[config.mk]
export PLATFORM = sky130hd
export DESIGN_NAME = cpu_control_seq
export DESIGN_NICKNAME = d
export VERILOG_FILES = /design/src/rtl/cpu_control_seq_pkg.sv /design/src/rtl/cpu_control_seq_alu_add2.sv /design/src/rtl/cpu_control_seq.sv
export SDC_FILE = /design/constraint.sdc
export NUM_CORES = 1
export LEC_CHECK = 0
export ABC_AREA = 1
export CAP_MARGIN = 20
export CORE_MARGIN = 1
export CORE_UTILIZATION = 50
export CTS_CLUSTER_SIZE = 16
export DETAILED_ROUTE_END_ITERATION = 7
export PLACE_DENSITY_LB_ADDON = 0.12
export SLEW_MARGIN = 20
export SYNTH_ARGS = -nofsm -noshare
export SYNTH_HDL_FRONTEND = slang
export SYNTH_SLANG_ARGS = --single-unit
[constraint.sdc]
create_clock -name CLK -period 3.3 [get_ports CLK]
set_input_delay 0.66 -clock CLK [delete_from_list [all_inputs] [get_ports CLK]]
set_output_delay 0.66 -clock CLK [all_outputs]
set_load 0.02 [all_outputs]
[src/rtl/cpu_control_seq_pkg.sv]
// Shared opcode and state encodings for the 2-bit computer control sequencer.
package cpu_control_seq_pkg;

    localparam logic [1:0] OP_LDA      = 2'b00;
    localparam logic [1:0] OP_LDB      = 2'b01;
    localparam logic [1:0] OP_ADD      = 2'b10;
    localparam logic [1:0] OP_JMP      = 2'b11;
    localparam logic [1:0] HLT_OPERAND = 2'b11;

    typedef enum logic [1:0] {
        ST_IDLE  = 2'b00,
        ST_FETCH = 2'b01,
        ST_EXEC  = 2'b10,
        ST_HALT  = 2'b11
    } state_e;

    // HLT shares the JMP opcode; the all-ones operand marks it.
    function automatic logic is_hlt(input logic [3:0] ir);
        return (ir[3:2] == OP_JMP) && (ir[1:0] == HLT_OPERAND);
    endfunction

endpackage

[src/rtl/cpu_control_seq_alu_add2.sv]
// DATA_W-bit adder with carry-out, used by the ADD instruction.
module alu_add2 #(
    parameter int unsigned DATA_W = 2
) (
    input  logic [DATA_W-1:0] a,
    input  logic [DATA_W-1:0] b,
    output logic [DATA_W-1:0] sum,
    output logic              carry
);

    assign {carry, sum} = {1'b0, a} + {1'b0, b};

endmodule

[src/rtl/cpu_control_seq.sv]
// Fetch/execute sequencer: owns PC, IR, A, B and Carry; one instruction per two cycles.
module cpu_control_seq
    import cpu_control_seq_pkg::*;
#(
    parameter int unsigned PC_W   = 2,
    parameter int unsigned DATA_W = 2
) (
    input  logic              CLK,
    input  logic              Reset,
    input  logic              Start,
    input  logic [3:0]        Instr,
    output logic [PC_W-1:0]   Addr,
    output logic [DATA_W-1:0] A_Out,
    output logic [DATA_W-1:0] B_Out,
    output logic              Carry,
    output logic              Busy,
    output logic              Halted,
    output logic [1:0]        State
);

    state_e            state_q, state_d;
    logic [PC_W-1:0]   pc_q, pc_d;
    logic [3:0]        ir_q, ir_d;
    logic [DATA_W-1:0] a_q, a_d;
    logic [DATA_W-1:0] b_q, b_d;
    logic              carry_q, carry_d;
    logic [DATA_W-1:0] sum;
    logic              sum_carry;

    alu_add2 #(
        .DATA_W(DATA_W)
    ) u_alu (
        .a    (a_q),
        .b    (b_q),
        .sum  (sum),
        .carry(sum_carry)
    );

    always_ff @(posedge CLK or posedge Reset) begin
        if (Reset) begin
            state_q <= ST_IDLE;
        end else begin
            state_q <= state_d;
        end
    end

    always_comb begin
        state_d = state_q;
        unique case (state_q)
            ST_IDLE:  if (Start) state_d = ST_FETCH;
            ST_FETCH: state_d = ST_EXEC;
            ST_EXEC:  state_d = is_hlt(ir_q) ? ST_HALT : ST_FETCH;
            ST_HALT:  if (Start) state_d = ST_FETCH;
        endcase
    end

    always_comb begin
        State  = state_q;
        Busy   = (state_q == ST_FETCH) || (state_q == ST_EXEC);
        Halted = (state_q == ST_HALT);
    end

    // Datapath registers update only from the state in which their write is decoded.
    always_comb begin
        pc_d    = pc_q;
        ir_d    = ir_q;
        a_d     = a_q;
        b_d     = b_q;
        carry_d = carry_q;
        unique case (state_q)
            ST_IDLE:  ;
            ST_FETCH: ir_d = Instr;
            ST_EXEC: begin
                unique case (ir_q[3:2])
                    OP_LDA: begin
                        a_d  = DATA_W'(ir_q[1:0]);
                        pc_d = pc_q + PC_W'(1);
                    end
                    OP_LDB: begin
                        b_d  = DATA_W'(ir_q[1:0]);
                        pc_d = pc_q + PC_W'(1);
                    end
                    OP_ADD: begin
                        a_d     = sum;
                        carry_d = sum_carry;
                        pc_d    = pc_q + PC_W'(1);
                    end
                    OP_JMP: if (!is_hlt(ir_q)) pc_d = PC_W'(ir_q[1:0]);
                endcase
            end
            ST_HALT:  if (Start) pc_d = '0;
        endcase
    end

    always_ff @(posedge CLK or posedge Reset) begin
        if (Reset) begin
            pc_q    <= '0;
            ir_q    <= '0;
            a_q     <= '0;
            b_q     <= '0;
            carry_q <= 1'b0;
        end else begin
            pc_q    <= pc_d;
            ir_q    <= ir_d;
            a_q     <= a_d;
            b_q     <= b_d;
            carry_q <= carry_d;
        end
    end

    assign Addr  = pc_q;
    assign A_Out = a_q;
    assign B_Out = b_q;
    assign Carry = carry_q;

endmodule

==> results of run 1 <==
[power breakdown]
| part | leakage (nW) | internal [mW] | total [mW] | switching [mW] |
|---|---|---|---|---|
| clock | 0.0150 | 0.0470 | 0.104 | 0.0567 |
| combinational | 0.279 | 0.221 | 0.507 | 0.286 |
| sequential | 0.162 | 0.234 | 0.318 | 0.0837 |
| total | 0.456 | 0.502 | 0.928 | 0.426 |
[cell families (layout without fill, tap and decap cells)]
group | Yosys count | count (layout) | share of synthesized area [%]
simple gates | 42 | 42 | 25.5
flops | 13 | 13 | 46.3
buf+inv | 14 | 34 | 7.49
compound gates | 15 | 15 | 10.7
fa+ha+maj | 5 | 5 | 9.98
[cell type report]
cell class	instances	area (µm²)
sequential	13	325
inverter	13	48.8
clock buffer	4	26.3
timing repair buffer	17	170
tap	15	18.8
multi-input combinational	62	324
fill	109	388
[worst max path at each step]
stage | from | end | slack (ps)
global route | State[0]$_DFFE_PP0P_ | Busy | 760
CTS | State[0]$_DFFE_PP0P_ | Busy | 850
floorplan | State[0]$_DFFE_PP0P_ | Busy | 1620
finish | State[0]$_DFFE_PP0P_ | Busy | 860
global placement | State[0]$_DFFE_PP0P_ | Busy | 1230
detailed placement | State[0]$_DFFE_PP0P_ | Busy | 1170
[per-layer routing]
layer | track usage [%] | vias to the layer above
met5 | 0 | -
met4 | 10.3 | 0
met3 | 5.11 | 4
met2 | 34.4 | 17
met1 | 26.0 | 283
li1 | - | 320
[per-stage QoR]
| stage | cells | instance area, µm² | setup slack [ps] | utilization (%) |
|---|---|---|---|---|
| finish | 124 | 913 | 857 | 70.2 |
| global route | 124 | 913 | 762 | 70.2 |
| CTS | 124 | 913 | 848 | 70.2 |
| detailed placement | 120 | 887 | 1170 | 68.2 |
| global placement | 120 | 887 | 1230 | 68.2 |
| floorplan | 89 | 702 | 1620 | - |
[critical path: stages, from the launching register on]
cell	delay, ps
sky130_fd_sc_hd__dfrtp_1	420
sky130_fd_sc_hd__inv_1	70
sky130_fd_sc_hd__ha_1	280
sky130_fd_sc_hd__inv_1	110
sky130_fd_sc_hd__clkdlybuf4s50_1	610
[flip-flops by register name, indices dropped and copies added, names as in the netlist]
name / count
A_Out: 2
Carry: 1
State: 2
Addr: 2
ir_q: 4
B_Out: 2
[placed cells by master (no fill, tap or decap), drive strengths merged]
cell and count:
fa 1, ha 4, nand2 28, clkdlybuf4s50 17, inv 13, nand3b 1, nand3 6, clkbuf 4
dfrtp 13, nor2 7, o21ai 15
==> key figures, run 1 <==
Outcome
  • Outcome: completed

Synthesis
  • Number of enable-type register cells in the synthesized netlist: 0
  • Average instance area after synthesis: 7.89 µm²
  • Sequential element share of the synthesized area: between 40% and 50%
  • Yosys cell types: 12
  • Synth Cell Area: 702 µm²
  • Cell taking the most area after synthesis: sky130_fd_sc_hd__dfrtp_1
  • Synth cell count leaders: sky130_fd_sc_hd__nand2_1 (25), sky130_fd_sc_hd__o21ai_0 (15), sky130_fd_sc_hd__dfrtp_1 (13), sky130_fd_sc_hd__inv_1 (13)
  • Most common cell in the synthesized netlist: sky130_fd_sc_hd__nand2_1
  • Cells after synthesis: 89
  • Synth area leaders: sky130_fd_sc_hd__dfrtp_1 (46%), sky130_fd_sc_hd__nand2_1 (13%), sky130_fd_sc_hd__o21ai_0 (11%)
  • Number of synthesized register bits: 13
  • Most used flip-flop cell after synthesis: sky130_fd_sc_hd__dfrtp_1
  • Synthesized net count: 101
  • Area share of the largest cell type after synthesis: 46.3%
  • YS warnings: 0
  • Async set-reset flop share out of synthesis: between 90% and 100%

Hold path
  • Endpoint, Worst Hold: Carry$_DFFE_PP0P_
  • Number of instances on the worst hold path: 2
  • Launch instance of the worst min-delay path: Carry$_DFFE_PP0P_
  • Type of the tightest min-delay check: reg2reg

Clocking
  • Worst-case clock buffer depth: 2
  • Number of buffers inserted to repair setup after CTS: 0
  • Total CTS buffers: 3
  • Skew-Pair Late Insertion Delay: 280 ps
  • Root Buffer Master: sky130_fd_sc_hd__clkbuf_4
  • Sink count of the clock tree: 13
  • CTS Hold Bufs: 0
  • Clock edge transition at the registers on the reported setup and hold paths: ~80 ps
  • TritonCTS clock tree: done
  • H-tree lvl count: 1
  • # resized after CTS: 0

Finish
  • Share of cells above drive strength 1: 6.42%
  • Net total in the final layout: 122
  • Layout overhead on the synthesized area: 30.1%
  • Antenna Cells: 0

Drt
  • Detailed-router iteration count before antenna repair: 4
  • Number of remaining DRC errors: 0
  • Avg WL per Cell: between 10 and 15 µm
  • Detailed-route via count: 624
  • Met2 routed wirelength: 662 µm
  • Routed wire length: 1410 µm
  • Post-route antenna net violation count: 0
  • Highest routed metal layer: met4
  • Met1 layer wirelength in the final routing: 657 µm
  • Vias per cell: approximately 5
  • DRC marker count from the first detailed-route iteration: 14
  • Met3 wirelength from detailed routing: 66 µm

Die
  • Initial core utilization: between 50% and 60%
  • Chip height: 39.5 µm
  • Core area: 0.00130 mm²
  • I/O pin total: 18
  • Number of core rows: 13
  • Die Footprint: 0.00156 mm²
  • Width of the die: 39.5 µm

Worst setup path
  • Endpoint kind of the worst setup timing path: primary output
  • Worst Path Required: roughly 2600 ps
  • Worst r2r dst: A_Out[1]$_DFFE_PP0P_
  • Worst Reg-to-Reg Cells: 4
  • Launching point of the worst reg2reg path: A_Out[0]$_DFFE_PP0P_
  • Max FO, Critical Path: 5
  • Reg-to-reg slack, setup: 1940 ps
  • Worst Path Class, Setup: reg2out
  • Critical path launch point type: flop
  • Critical Path AT: approximately 1800 ps

GRT
  • Pin count of the biggest net entering global routing: 14
  • Leftover overflow at the end of global routing: 0
  • Tot GR Track Use: between 20% and 30%
  • Number of global-route vias before repair: 530
  • Wire length of the first global-routing pass: around 2100 µm
  • Antenna violations before repair: 0

Timing
  • Post-route clock period utilization: 74.0%
  • Max Clk Rate: 409 MHz
  • Final count of pins violating max slew: 0
  • Final-report setup violation count: 0
  • Tightest Pin Transition: 503 ps
  • Maximum clock skew at final layout: around 1.7 ps
  • Number of hold violations in the final report: 0
  • Worst hold slack after final layout: 508 ps
  • Normalized max-slew margin: about two thirds
  • Period minus WS final: 2440 ps
  • Setup repair after global routing missed its margin: no
  • Post-Route Setup TNS: 0 ps

Power
  • Power after layout: approximately 0.93 mW
  • Power density over cell area: a little over 1000 mW/mm²
  • Lkg Pwr: 0.456 nW
  • Peak supply drop: around 0.6 mV

Placed design
  • Half-perimeter wire length after placement: 1040 µm
  • Final RePlAce weighted congestion: 0.717
  • I/O Buffers: 17

Flow run
  • Max-cap check violation count: 0
(Power assumes the default switching activity.)
==> run 2, diff against run 1 <==
--- a/config.mk
+++ b/config.mk
@@ -8,7 +8,7 @@
 export ABC_AREA = 1
 export CAP_MARGIN = 20
 export CORE_MARGIN = 1
-export CORE_UTILIZATION = 50
+export CORE_UTILIZATION = 46
 export CTS_CLUSTER_SIZE = 16
 export DETAILED_ROUTE_END_ITERATION = 7
 export PLACE_DENSITY_LB_ADDON = 0.12
==> constraint.sdc (replaced) <==
create_clock -name CLK -period 2.4 [get_ports CLK]
set_input_delay 0.48 -clock CLK [delete_from_list [all_inputs] [get_ports CLK]]
set_output_delay 0.48 -clock CLK [all_outputs]
set_load 0.02 [all_outputs]
==> run 2 against run 1 <==
  * Register-to-register slack worse by 930 ps
  * Largest cell class unchanged
  * Sequential power is 40% higher
  * Final cell count stayed put
  * Power is 38% higher
  * Sequential share of layout area stayed put
  * Worst setup slack worse by 720 ps
  * Highest routed layer unchanged
  * Die area is 8.3% higher
  * Largest power group unchanged
==> key figures, run 2 (same netlist as run 1, synthesis figures left out) <==
Finish
  • Max FFs per register: 4
  • Share of cells above drive strength 1: 6.42%
  • Register with the highest flop count: ir_q
  • Most common library cell in the layout ignoring fill and taps: sky130_fd_sc_hd__nand2_1
  • Leading cell types in the layout, fill and taps excluded: sky130_fd_sc_hd__nand2_1 (25), sky130_fd_sc_hd__clkdlybuf4s50_1 (17), sky130_fd_sc_hd__o21ai_0 (15), sky130_fd_sc_hd__dfrtp_1 (13), sky130_fd_sc_hd__inv_1 (13)
  • Layout overhead on the synthesized area: 30.1%
  • Net total in the final layout: ~120
  • Antenna Cells: 0
  • Final core utilization: 66.8%

Clocking
  • H-tree lvl count: 1
  • # resized after CTS: 0
  • Total CTS buffers: 3
  • TritonCTS clock tree: done
  • Root Buffer Master: sky130_fd_sc_hd__clkbuf_4
  • Skew-Pair Late Insertion Delay: 270 ps
  • Number of buffers inserted to repair setup after CTS: 0
  • CTS Hold Bufs: 0
  • Sink count of the clock tree: 13
  • Worst-case clock buffer depth: 2
  • Clock edge transition at the registers on the reported setup and hold paths: 80 ps

Timing
  • Tightest Pin Transition: 493 ps
  • Post-Route Setup TNS: 0 ps
  • Maximum clock skew at final layout: 3.47 ps
  • Max Clk Rate: 441 MHz
  • Setup repair after global routing missed its margin: no
  • Final count of pins violating max slew: 0
  • Post-route clock period utilization: 94.4%
  • Number of hold violations in the final report: 0
  • Period minus WS final: 2270 ps
  • Normalized max-slew margin: 67.1%
  • Final-report setup violation count: 0
  • Setup slack after layout: 134 ps

Power
  • Net switching fraction of the power: 46.1%
  • Clock network power share: approximately a tenth
  • Power density over cell area: 1400 mW/mm²
  • Combinational Power Share: a little over half
  • Power share of the sequential group: 34.7%
  • Int Power: 0.689 mW
  • Power after layout: 1.28 mW
  • Lkg Pwr: around 0.46 nW
  • Switching pwr: 0.589 mW
  • Peak supply drop: 0.621 mV

Placed design
  • Half-perimeter wire length after placement: 1130 µm
  • Final RePlAce weighted congestion: 0.739
  • Worst slack at placement: between 400 and 500 ps
  • I/O Buffers: 17

Worst setup path
  • Worst Path Class, Setup: reg2out
  • Chain of cells forming the critical path: inv_1 -> ha_1 -> inv_1 -> clkdlybuf4s50_1
  • Endpoint kind of the worst setup timing path: primary output
  • Crit path max-delay family: buffers and inverters
  • Critical Path AT: approximately 1800 ps
  • Number of buffer and inverter stages on the critical path: 3
  • Worst Path Required: 1920 ps
  • Max FO, Critical Path: 5
  • Cell with the largest stage delay on the worst path: sky130_fd_sc_hd__clkdlybuf4s50_1
  • Biggest cell delay along the critical path: roughly 630 ps
  • Critical path launch point type: flop
  • Cell occurring most often along the worst timing path: sky130_fd_sc_hd__inv_1

Die
  • Die Footprint: 0.00169 mm²
  • Initial core utilization: 51.4%
  • Core area: 0.00137 mm²
  • Chip height: 41.1 µm
  • Width of the die: slightly above 40 µm
  • I/O pin total: 18
  • Number of core rows: 13

Hold path
  • Type of the tightest min-delay check: in2async

Drt
  • Vias per cell: 5.05
  • Detailed-route via count: 626
  • Avg WL per Cell: ~12 µm
  • Post-route antenna net violation count: 0
  • Detailed-router iteration count before antenna repair: 4
  • DRC marker count from the first detailed-route iteration: 22
  • Number of remaining DRC errors: 0
  • Routed wire length: 1430 µm

GRT
  • Leftover overflow at the end of global routing: 0
  • Tot GR Track Use: 21.3%
  • Antenna violations before repair: 0
  • Pin count of the biggest net entering global routing: 14
  • Number of global-route vias before repair: 523
  • Wire length of the first global-routing pass: 2240 µm

Outcome
  • Outcome: completed

Flow run
  • Max-cap check violation count: 0
-- run 2: cell counts in the layout (fill, tap and decap cells not counted) --
Identical to the previous run, type by type.
-- run 2: final timing paths --
kind	start	endpoint	slack, ps	depth (start not counted)
setup / recovery	State[0]$_DFFE_PP0P_	Busy	130	4
hold / removal	Reset	State[1]$_DFFE_PP0P_	520	2
setup reg to reg	A_Out[0]$_DFFE_PP0P_	A_Out[1]$_DFFE_PP0P_	1010	4
hold reg to reg	Carry$_DFFE_PP0P_	Carry$_DFFE_PP0P_	530	2
max in group asynchronous	Reset	A_Out[1]$_DFFE_PP0P_	1550	2
min in group CLK	Carry$_DFFE_PP0P_	Carry$_DFFE_PP0P_	530	2
-- run 2: power by group through the flow --
| stage | combinational, mW | sequential (mW) | clock (mW) |
|---|---|---|---|
| finish | 0.697 | 0.444 | 0.137 |
| global route | 0.789 | 0.460 | 0.150 |
| CTS | 0.707 | 0.444 | 0.141 |
| detailed placement | 0.703 | 0.450 | 0 |
| global placement | 0.677 | 0.438 | 0 |
| floorplan | 0.357 | 0.500 | 0 |
-- run 2: worst reg2reg max path, cell delays in order, from the launching register on --
cell and delay [ps]:
sky130_fd_sc_hd__dfrtp_1 410, sky130_fd_sc_hd__ha_1 230, sky130_fd_sc_hd__fa_1 480, sky130_fd_sc_hd__nor2_1 40, sky130_fd_sc_hd__o21ai_0 140
-- run 2: layout make-up --
| type | count | area, µm² |
|---|---|---|
| Clock buffer | 4 | 26.3 |
| Fill cell | 113 | 453 |
| Inverter | 13 | 48.8 |
| Multi-Input combinational cell | 62 | 324 |
| Sequential cell | 13 | 325 |
| Tap cell | 15 | 18.8 |
| Timing Repair Buffer | 17 | 170 |
-- run 2: layer usage --
layer / part of all wire, % / up-vias / GRT usage [%]
li1: - / 321 / -
met1: 44 / 284 / 24.8
met2: 51 / 19 / 36.3
met3: 3.4 / 2 / 4.89
met4: 0.98 / 0 / 10.0
met5: 0 / - / 0
-- run 2: through the flow --
step	hold slack, ps	area (µm²)	cells
2_1_floorplan	357	702	89
3_3_place_gp	481	887	120
3_5_place_dp	520	887	120
4_1_cts	537	913	124
5_1_grt	555	913	124
6_report	517	913	124
